[config.mk]
export PLATFORM = sky130hd
export DESIGN_NAME = mul_seq
export DESIGN_NICKNAME = d
export VERILOG_FILES = /design/src/rtl/mul_seq_pkg.sv /design/src/rtl/mul_seq_csa_step.sv /design/src/rtl/mul_seq.sv
export SDC_FILE = /design/constraint.sdc
export NUM_CORES = 2
export LEC_CHECK = 0
export ABC_CLOCK_PERIOD_IN_PS = 24200
export BUFFER_PORTS_ARGS = -buffer_cell sky130_fd_sc_hd__buf_2
export CAP_MARGIN = 0
export CORE_MARGIN = 5
export CORE_UTILIZATION = 65
export DETAILED_ROUTE_END_ITERATION = 7
export PLACE_DENSITY = 0.94
export SETUP_SLACK_MARGIN = 0.02
export SYNTH_ARGS = -nofsm -noshare
export SYNTH_HDL_FRONTEND = slang
export SYNTH_SLANG_ARGS = --single-unit
[constraint.sdc]
create_clock -name clk -period 24.2 [get_ports clk]
set_input_delay 2.42 -clock clk [delete_from_list [all_inputs] [get_ports clk]]
set_output_delay 2.42 -clock clk [all_outputs]
set_load 0.01 [all_outputs]
[src/rtl/mul_seq_pkg.sv]
// Shared definitions for the sequential multiplier: op encodings, FSM states,
// and operand signedness decode.
package mul_seq_pkg;

    localparam logic [1:0] MUL_OP_MUL    = 2'b00;
    localparam logic [1:0] MUL_OP_MULH   = 2'b01;
    localparam logic [1:0] MUL_OP_MULHSU = 2'b10;
    localparam logic [1:0] MUL_OP_MULHU  = 2'b11;

    typedef enum logic [1:0] {
        MUL_ST_IDLE = 2'd0,
        MUL_ST_CALC = 2'd1,
        MUL_ST_DONE = 2'd2
    } mul_state_e;

    function automatic logic op_a_signed(input logic [1:0] op);
        return (op == MUL_OP_MULH) || (op == MUL_OP_MULHSU);
    endfunction

    function automatic logic op_b_signed(input logic [1:0] op);
        return (op == MUL_OP_MULH);
    endfunction

endpackage

[src/rtl/mul_seq_csa_step.sv]
// One iteration of the multiplier datapath: STEP partial-product rows folded
// into a 2*XLEN carry-save pair with 3:2 compressors (no carry propagation).
module mul_csa_step #(
    parameter int XLEN = 32,
    parameter int STEP = 8
) (
    input  logic [2*XLEN-1:0] i_sum,
    input  logic [2*XLEN-1:0] i_carry,
    input  logic [2*XLEN-1:0] i_mcand,
    input  logic [STEP-1:0]   i_bits,
    output logic [2*XLEN-1:0] o_sum,
    output logic [2*XLEN-1:0] o_carry
);

    localparam int W = 2 * XLEN;

    logic [W-1:0] w_pp [STEP];

    genvar gi;
    generate
        for (gi = 0; gi < STEP; gi++) begin : g_pp
            assign w_pp[gi] = i_bits[gi] ? (i_mcand << gi) : '0;
        end
    endgenerate

    // Carries leaving bit W-1 are dropped: the final product always fits in W bits.
    always_comb begin
        logic [W-1:0] w_s;
        logic [W-1:0] w_c;
        logic [W-1:0] w_t;
        w_s = i_sum;
        w_c = i_carry;
        w_t = '0;
        for (int i = 0; i < STEP; i++) begin
            w_t = w_s ^ w_c ^ w_pp[i];
            w_c = ((w_s & w_c) | (w_s & w_pp[i]) | (w_c & w_pp[i])) << 1;
            w_s = w_t;
        end
        o_sum   = w_s;
        o_carry = w_c;
    end

endmodule

[src/rtl/mul_seq.sv]
// Sequential sign-magnitude multiplier retiring STEP multiplier bits per cycle,
// with a valid/ready request side, flush, and a pass-through tag.
module mul_seq
    import mul_seq_pkg::*;
#(
    parameter int XLEN  = 32,
    parameter int STEP  = 8,
    parameter int TAG_W = 5
) (
    input  logic             clk,
    input  logic             rst,
    input  logic             in_valid,
    output logic             in_ready,
    input  logic [1:0]       op,
    input  logic [XLEN-1:0]  a,
    input  logic [XLEN-1:0]  b,
    input  logic [TAG_W-1:0] tag_in,
    input  logic             flush,
    output logic             out_valid,
    input  logic             out_ready,
    output logic [XLEN-1:0]  result,
    output logic [TAG_W-1:0] tag_out
);

    localparam int N     = XLEN / STEP;
    localparam int CNT_W = $clog2(N + 1);

    generate
        if (XLEN % STEP != 0) begin : g_bad_step
            $error("mul_seq: XLEN must be a multiple of STEP");
        end
    endgenerate

    mul_state_e          r_state;
    logic [CNT_W-1:0]    r_cnt;
    logic [2*XLEN-1:0]   r_mcand;
    logic [XLEN-1:0]     r_mplier;
    logic [2*XLEN-1:0]   r_sum;
    logic [2*XLEN-1:0]   r_carry;
    logic                r_neg;
    logic [1:0]          r_op;
    logic [TAG_W-1:0]    r_tag;

    logic                w_accept;
    logic                w_a_neg;
    logic                w_b_neg;
    logic [XLEN-1:0]     w_a_mag;
    logic [XLEN-1:0]     w_b_mag;
    logic [2*XLEN-1:0]   w_step_sum;
    logic [2*XLEN-1:0]   w_step_carry;
    logic [2*XLEN-1:0]   w_prod;
    logic [2*XLEN-1:0]   w_prod_fix;

    assign in_ready  = (r_state == MUL_ST_IDLE) || ((r_state == MUL_ST_DONE) && out_ready);
    assign out_valid = (r_state == MUL_ST_DONE);
    assign w_accept  = in_valid && in_ready && !flush;

    // The most negative operand negates to itself, which is its correct unsigned magnitude.
    assign w_a_neg = op_a_signed(op) && a[XLEN-1];
    assign w_b_neg = op_b_signed(op) && b[XLEN-1];
    assign w_a_mag = w_a_neg ? -a : a;
    assign w_b_mag = w_b_neg ? -b : b;

    mul_csa_step #(
        .XLEN (XLEN),
        .STEP (STEP)
    ) u_step (
        .i_sum   (r_sum),
        .i_carry (r_carry),
        .i_mcand (r_mcand),
        .i_bits  (r_mplier[STEP-1:0]),
        .o_sum   (w_step_sum),
        .o_carry (w_step_carry)
    );

    assign w_prod     = r_sum + r_carry;
    assign w_prod_fix = r_neg ? -w_prod : w_prod;

    always_ff @(posedge clk or posedge rst) begin
        if (rst) begin
            r_state  <= MUL_ST_IDLE;
            r_cnt    <= '0;
            r_mcand  <= '0;
            r_mplier <= '0;
            r_sum    <= '0;
            r_carry  <= '0;
            r_neg    <= 1'b0;
            r_op     <= MUL_OP_MUL;
            r_tag    <= '0;
            result   <= '0;
            tag_out  <= '0;
        end else if (flush) begin
            r_state <= MUL_ST_IDLE;
        end else if (w_accept) begin
            r_state  <= MUL_ST_CALC;
            r_cnt    <= '0;
            r_mcand  <= {{XLEN{1'b0}}, w_a_mag};
            r_mplier <= w_b_mag;
            r_sum    <= '0;
            r_carry  <= '0;
            r_neg    <= w_a_neg ^ w_b_neg;
            r_op     <= op;
            r_tag    <= tag_in;
        end else begin
            case (r_state)
                MUL_ST_CALC: begin
                    if (r_cnt == CNT_W'(N)) begin
                        result  <= (r_op == MUL_OP_MUL) ? w_prod_fix[XLEN-1:0]
                                                        : w_prod_fix[2*XLEN-1:XLEN];
                        tag_out <= r_tag;
                        r_state <= MUL_ST_DONE;
                    end else begin
                        r_sum    <= w_step_sum;
                        r_carry  <= w_step_carry;
                        r_mcand  <= r_mcand << STEP;
                        r_mplier <= r_mplier >> STEP;
                        r_cnt    <= r_cnt + 1'b1;
                    end
                end
                MUL_ST_DONE: begin
                    if (out_ready) begin
                        r_state <= MUL_ST_IDLE;
                    end
                end
                default: ;
            endcase
        end
    end

endmodule

; ---- Word-level counts from Yosys, hierarchy flattened
; Index checks and enable logic that the tools add are counted.
[word_totals]
regBits = 274
out_inout_bits = 39
[classes]
addsub = 5
eq_ne = 8
mux = 32
bitwise = 59
reduce_logical = 16
[op_table]
columns = cell, count
row1 = bitwise AND 63 bit, 24
row2 = two-way mux 64 bit, 18
row3 = bitwise XOR 64 bit, 16
row4 = OR 63 bit, 16
row5 = two-way mux 32 bit, 6
row6 = adder 64 bit, 1
row7 = negator 32 bit, 2
row8 = negator 64 bit, 1
row9 = two-way mux 3 bit, 3
row10 = two-way mux 2 bit, 4
row11 = AND reduction 3 bit, 2
row12 = logical AND 1 bit, 5
row13 = "equality test 2 x 1 -> 1 bit, second input constant", 2
row14 = "equality test 2 bit, second input constant", 2
row15 = logical NOT 2 bit, 2
row16 = "!= test 4 x 2 -> 1 bit, second input constant", 1
row17 = "!= test 4 bit, second input constant", 1
row18 = one-hot mux 2 bit (2 select lines), 1
row19 = AND reduction 4 bit, 1
row20 = nonzero test 4 bit, 1
row21 = "adder 3 x 1 -> 3 bit, second input constant", 1
row22 = "equality test 3 bit, second input constant", 1
row23 = logical OR 1 bit, 2
row24 = "!= test 2 bit, second input constant", 1
row25 = 5 further kinds, 6

; ---- Depth between registers and ports, before layout
[depth]
depth_word = 28
ltp_mapped = 19
depth_no_buf = 17

; ---- Hierarchy
; From an unflattened synthesis, not the netlist that was laid out.
[unflattened]
hier_cells = 3785
hier_area_um2 = 32429.9
[by_module_without_submodules]
columns = module, instances, cells_each, area_each_um2, seq_area_each_um2
row1 = mul_seq, 1, 2501, 19257.2, 6856.6
row2 = mul_csa_step, 1, 1284, 13172.6, 0.0

; ---- Worst setup path before layout
; Ideal clock, no wire load.
[synth_path]
kind = in2out
startpoint = input port out_ready
endpoint = output port in_ready
arrival_ns = 2.770
required_time_ns = 21.780
slack_ns = 19.010
cell_stages = 2
cell_sequence = nand2b_1 > nor2b_1
[synth_via]
elab_chain_len = 2
[synth_lines]
columns = element, line_no
row1 = from (decl), mul_seq.sv:20  ; input logic out_ready,
row2 = logical AND 1 bit, mul_seq.sv:54  ; assign in_ready = (r_state == MUL_ST_IDLE) || ((r_state == MUL_ST_DONE) && out_ready);
row3 = logical OR 1 bit, mul_seq.sv:54
row4 = to (decl), mul_seq.sv:13  ; output logic in_ready,
; Every way passes these cells.

; ---- Worst setup path after layout
[layout_path]
startpoint = register r_mplier[0]
endpoint = register r_sum[13]
[layout_via]
elab_chain_len = 27
[layout_lines]
columns = element, line_no
row1 = from (decl), mul_seq.sv:37  ; logic [XLEN-1:0] r_mplier;
row2 = from (signal assigned), mul_seq.sv:98  ; r_mplier <= w_b_mag;
row3 = from (signal assigned), mul_seq.sv:116  ; r_mplier <= r_mplier >> STEP;
row4 = two-way mux 64 bit (*), mul_seq_csa_step.sv:22  ; assign w_pp[gi] = i_bits[gi] ? (i_mcand << gi) : '0;
row5 = bitwise AND 63 bit, mul_seq_csa_step.sv:36  ; w_c = ((w_s & w_c) | (w_s & w_pp[i]) | (w_c & w_pp[i])) << 1;
row6 = OR 63 bit (2 in a row), mul_seq_csa_step.sv:36
row7 = bitwise AND 63 bit, mul_seq_csa_step.sv:36
row8 = OR 63 bit (2 in a row), mul_seq_csa_step.sv:36
row9 = bitwise AND 63 bit, mul_seq_csa_step.sv:36
row10 = OR 63 bit (2 in a row), mul_seq_csa_step.sv:36
row11 = bitwise AND 63 bit, mul_seq_csa_step.sv:36
row12 = [... 5 more ...], --
row13 = bitwise AND 63 bit, mul_seq_csa_step.sv:36
row14 = OR 63 bit (2 in a row), mul_seq_csa_step.sv:36
row15 = bitwise AND 63 bit, mul_seq_csa_step.sv:36
row16 = OR 63 bit (2 in a row), mul_seq_csa_step.sv:36
row17 = bitwise XOR 64 bit (*) (2 in a row), mul_seq_csa_step.sv:35  ; w_t = w_s ^ w_c ^ w_pp[i];
row18 = two-way mux 64 bit (*), mul_seq.sv:107  ; if (r_cnt == CNT_W'(N)) begin
row19 = two-way mux 64 bit (*), mul_seq.sv:105  ; case (r_state)
row20 = two-way mux 64 bit (*), mul_seq.sv:94  ; end else if (w_accept) begin
row21 = to (signal assigned), mul_seq.sv:113  ; r_sum <= w_step_sum;
row22 = to (decl), mul_seq.sv:38  ; logic [2*XLEN-1:0] r_sum;
; Mark *: on every way between the ends. The rest lies on a longest branch, timed or not. The select of a mux whose other input is x is not followed.
; A chain may end at the register's enable or synchronous reset.

==> flow_metrics.env <==
export IMPL_status="completed"
export IMPL_slew_viol_final=0
export IMPL_cts_reportedPaths_clkPinSlew_ps=60
export IMPL_drc=0
export IMPL_p_leak_nw=13.1
export IMPL_cts_num_sinks=266
export IMPL_design_area_mm2=0.0319
export IMPL_synth_cell_types=113
export IMPL_start_kind="register"
export IMPL_met2_usage_pct=52.9
export IMPL_post_cts_buffers=0
export IMPL_path_max_fanout=64
export IMPL_synth_nets=3846
export IMPL_firstDrtPassIters=6
export IMPL_worst_pin_slew_ps=1130
export IMPL_gp_congestion=1.01
export IMPL_clock_fmax_mhz=175
export IMPL_coreArea_mm2=0.0463
export IMPL_critPathCaptureType="register"
export IMPL_grt_max_degree=128
export IMPL_drtAntennaViolNets=0
export IMPL_reg2reg_from="r_mplier[0]"
export IMPL_htree_levels=1
export IMPL_dp_hpwl_um=61400
export IMPL_r2r_end="r_sum[13]"
export IMPL_clockBufferDepth=3
export IMPL_synth_warnings=0
export IMPL_io_pins=115
export IMPL_fin_skew_ps=39.8
export IMPL_hold_violations=0
export IMPL_min_period_ps=5730
export IMPL_ys_seq_area_share_pct=22.0
export IMPL_hold_path_class="reg2reg"
export IMPL_grt_pass1_vias=26100
export IMPL_gr_total_overflow=0
export IMPL_area_growth_pct=5.32
export IMPL_worst_setup_path_type="reg2reg"
export IMPL_netlist_area_mm2=0.0302
export IMPL_avgSynthCellArea_um2=9.36
export IMPL_synth_ff_type="dfrtp_1"
export IMPL_cp_required_ps=24680
export IMPL_rsz0062_at_grt="no"
export IMPL_root_buffer="clkbuf_16"
export IMPL_vias=25300
export IMPL_vias_per_cell=6.66
export IMPL_drt_iter0_markers=3277
export IMPL_peakVddDrop_uv=78.1
export IMPL_synth_top_area_share_pct=31.0
export IMPL_setup_tns_ps=0
export IMPL_relSlewSlack_pct=24.3
export IMPL_cp_data_arrival_time_ps=6210
export IMPL_wl_per_cell_um=22.3
export IMPL_synthMostInstantiatedCell="nand2_1"
export IMPL_synth_enable_flop_cells=0
export IMPL_die_area_mm2=0.0509
export IMPL_powerDensity_mw_per_mm2=132
export IMPL_fillers=3190
export IMPL_port_buffers=114
export IMPL_clkLatencyLatePin_ps=630
export IMPL_initial_core_util_pct=65.4
export IMPL_busiest_layer="met2"
export IMPL_async_flop_share_pct=100
export IMPL_reg2reg_slack_ps=18470
export IMPL_synthTopCellsByCount="nand2_1 (555), fa_1 (469), dfrtp_1 (266), inv_1 (259), clkbuf_1 (182)"
export IMPL_grt_pass1_wl_um=139000
export IMPL_endpoint="r_sum[13]"
export IMPL_grtUsageMet3_pct=7.55
export IMPL_antenna_found_initial=0
export IMPL_die_y_um=226
export IMPL_cts_made_buffers=31
export IMPL_ctsResizeCount=0
export IMPL_cts_tree="done"
export IMPL_grt_use_total_pct=33.9
export IMPL_drive_gt1_share_pct=8.07
export IMPL_wl_um=84800
export IMPL_drv_cap=0
export IMPL_r2r_cells=14
export IMPL_die_w_um=226
export IMPL_min_delay_start="r_tag[3]"
export IMPL_ys_ff_latch=266
export IMPL_yosysTopAreaCell="fa_1"
export IMPL_nNetsFinal=3786
export IMPL_cts_hold_buf=0
export IMPL_placedInstanceArea_mm2=0.0309
export IMPL_grtUsageMet1_pct=47.2
export IMPL_antenna_cells=0
export IMPL_fin_crit_sh_pct=23.7
export IMPL_postSynthCellCount=3232
export IMPL_critPathLaunch="r_mplier[0]"
export IMPL_finalSetupViolations=0
export IMPL_synth_area_leaders="fa_1 (31%), dfrtp_1 (22%), nand2_1 (6.9%), a22o_1 (4.0%), and2_1 (3.7%)"
export IMPL_core_rowCount=79
-- report_power, final --
| part | internal (mW) | switching, mW |
|---|---|---|
| Combinational | 1.24 | 1.72 |
| Clock | 0.257 | 0.207 |
| Sequential | 0.564 | 0.206 |
| Total | 2.06 | 2.13 |
-- cells by family after synthesis --
kind of cell	after synthesis	share of synthesized area, %
buffers and inverters	488	6.24
and+or+nand+nor	1089	17.3
AOI/OAI and AO/OA	694	15.9
xor gates and xnor gates	143	4.14
muxes	14	0.509
adders and majority gates	538	33.9
DFF	266	22.0
-- final cells by class --
cell class / count / area [um2] / area share (%)
flip-flops and latches: 266 / 6660 / 20.9
repair buffers: 135 / 728 / 2.29
clock inverters: 18 / 155 / 0.487
inverters: 260 / 983 / 3.09
clock buffers: 39 / 836 / 2.62
well taps: 607 / 759 / 2.38
multi-input cells: 2478 / 21700 / 68.2
-- cell usage in the layout, fill, tap and decap left out, drive strengths merged, types with 13 or more instances in the layout --
cell / Yosys / final
buf: 41 / 135
fa: 469 / 469
nor2: 124 / 124
inv: 259 / 260
a21o: 21 / 21
a22oi: 44 / 44
nor4: 15 / 15
o21ai: 190 / 190
clkbuf: 186 / 39
clkinv: 1 / 13
or3: 26 / 26
nor3: 43 / 43
o211ai: 15 / 15
xor2: 51 / 51
o31ai: 22 / 22
a22o: 137 / 137
nand3: 38 / 38
ha: 69 / 69
nand2: 557 / 557
and2: 182 / 182
xnor2: 92 / 92
nand4: 26 / 26
a21oi: 130 / 130
dfrtp: 266 / 266
a31oi: 22 / 22
-- critical path: stages (launching register included) --
cell,delay [ps]
dfrtp_1,340
buf_4,560
and2_1,240
fa_1,420
inv_1,120
fa_1,440
fa_1,470
fa_1,550
fa_1,570
fa_1,560
inv_1,70
fa_1,540
inv_1,60
fa_1,530
o21ai_0,80
-- metrics by stage --
stage / hold slack [ps] / worst slack [ps] / cells / power (mW) / utilization, %
after floorplan: 439 / 14450 / 3232 / 2.82 / -
after global placement: 447 / 18420 / 3746 / 3.42 / 66.7
after detailed placement: 459 / 18310 / 3746 / 3.63 / 66.7
after CTS: 470 / 18520 / 3803 / 4.14 / 68.9
after global routing: 488 / 18340 / 3803 / 4.56 / 68.9
final: 469 / 18470 / 3803 / 4.19 / 68.9
-- state kept, by name (all words and copies together) (netlist names) --
name,cells
r_mplier,32
r_state,2
r_mcand,64
r_cnt,3
r_carry,56
r_sum,64
r_neg,1
result,32
r_op,2
r_tag,5
tag_out,5
-- per-layer routing --
| layer | vias to the layer above | wire, um |
|---|---|---|
| met1 | 12400 | 31300 |
| met3 | 376 | 10500 |
| met4 | 0 | 4160 |
| met5 | - | 0 |
| li1 | 10600 | - |
| met2 | 1884 | 38800 |
-- how the worst min path moves through the flow --
stage                 end  slack [ps]  depth (start not counted)
5_1_grt        tag_out[3]         490                          2
3_3_place_gp   tag_out[4]         450                          2
2_1_floorplan  tag_out[0]         440                          2
4_1_cts        tag_out[3]         470                          2
3_5_place_dp   tag_out[3]         460                          2
6_report       tag_out[3]         470                          2
Note: power is estimated with default switching activity, not from simulation.
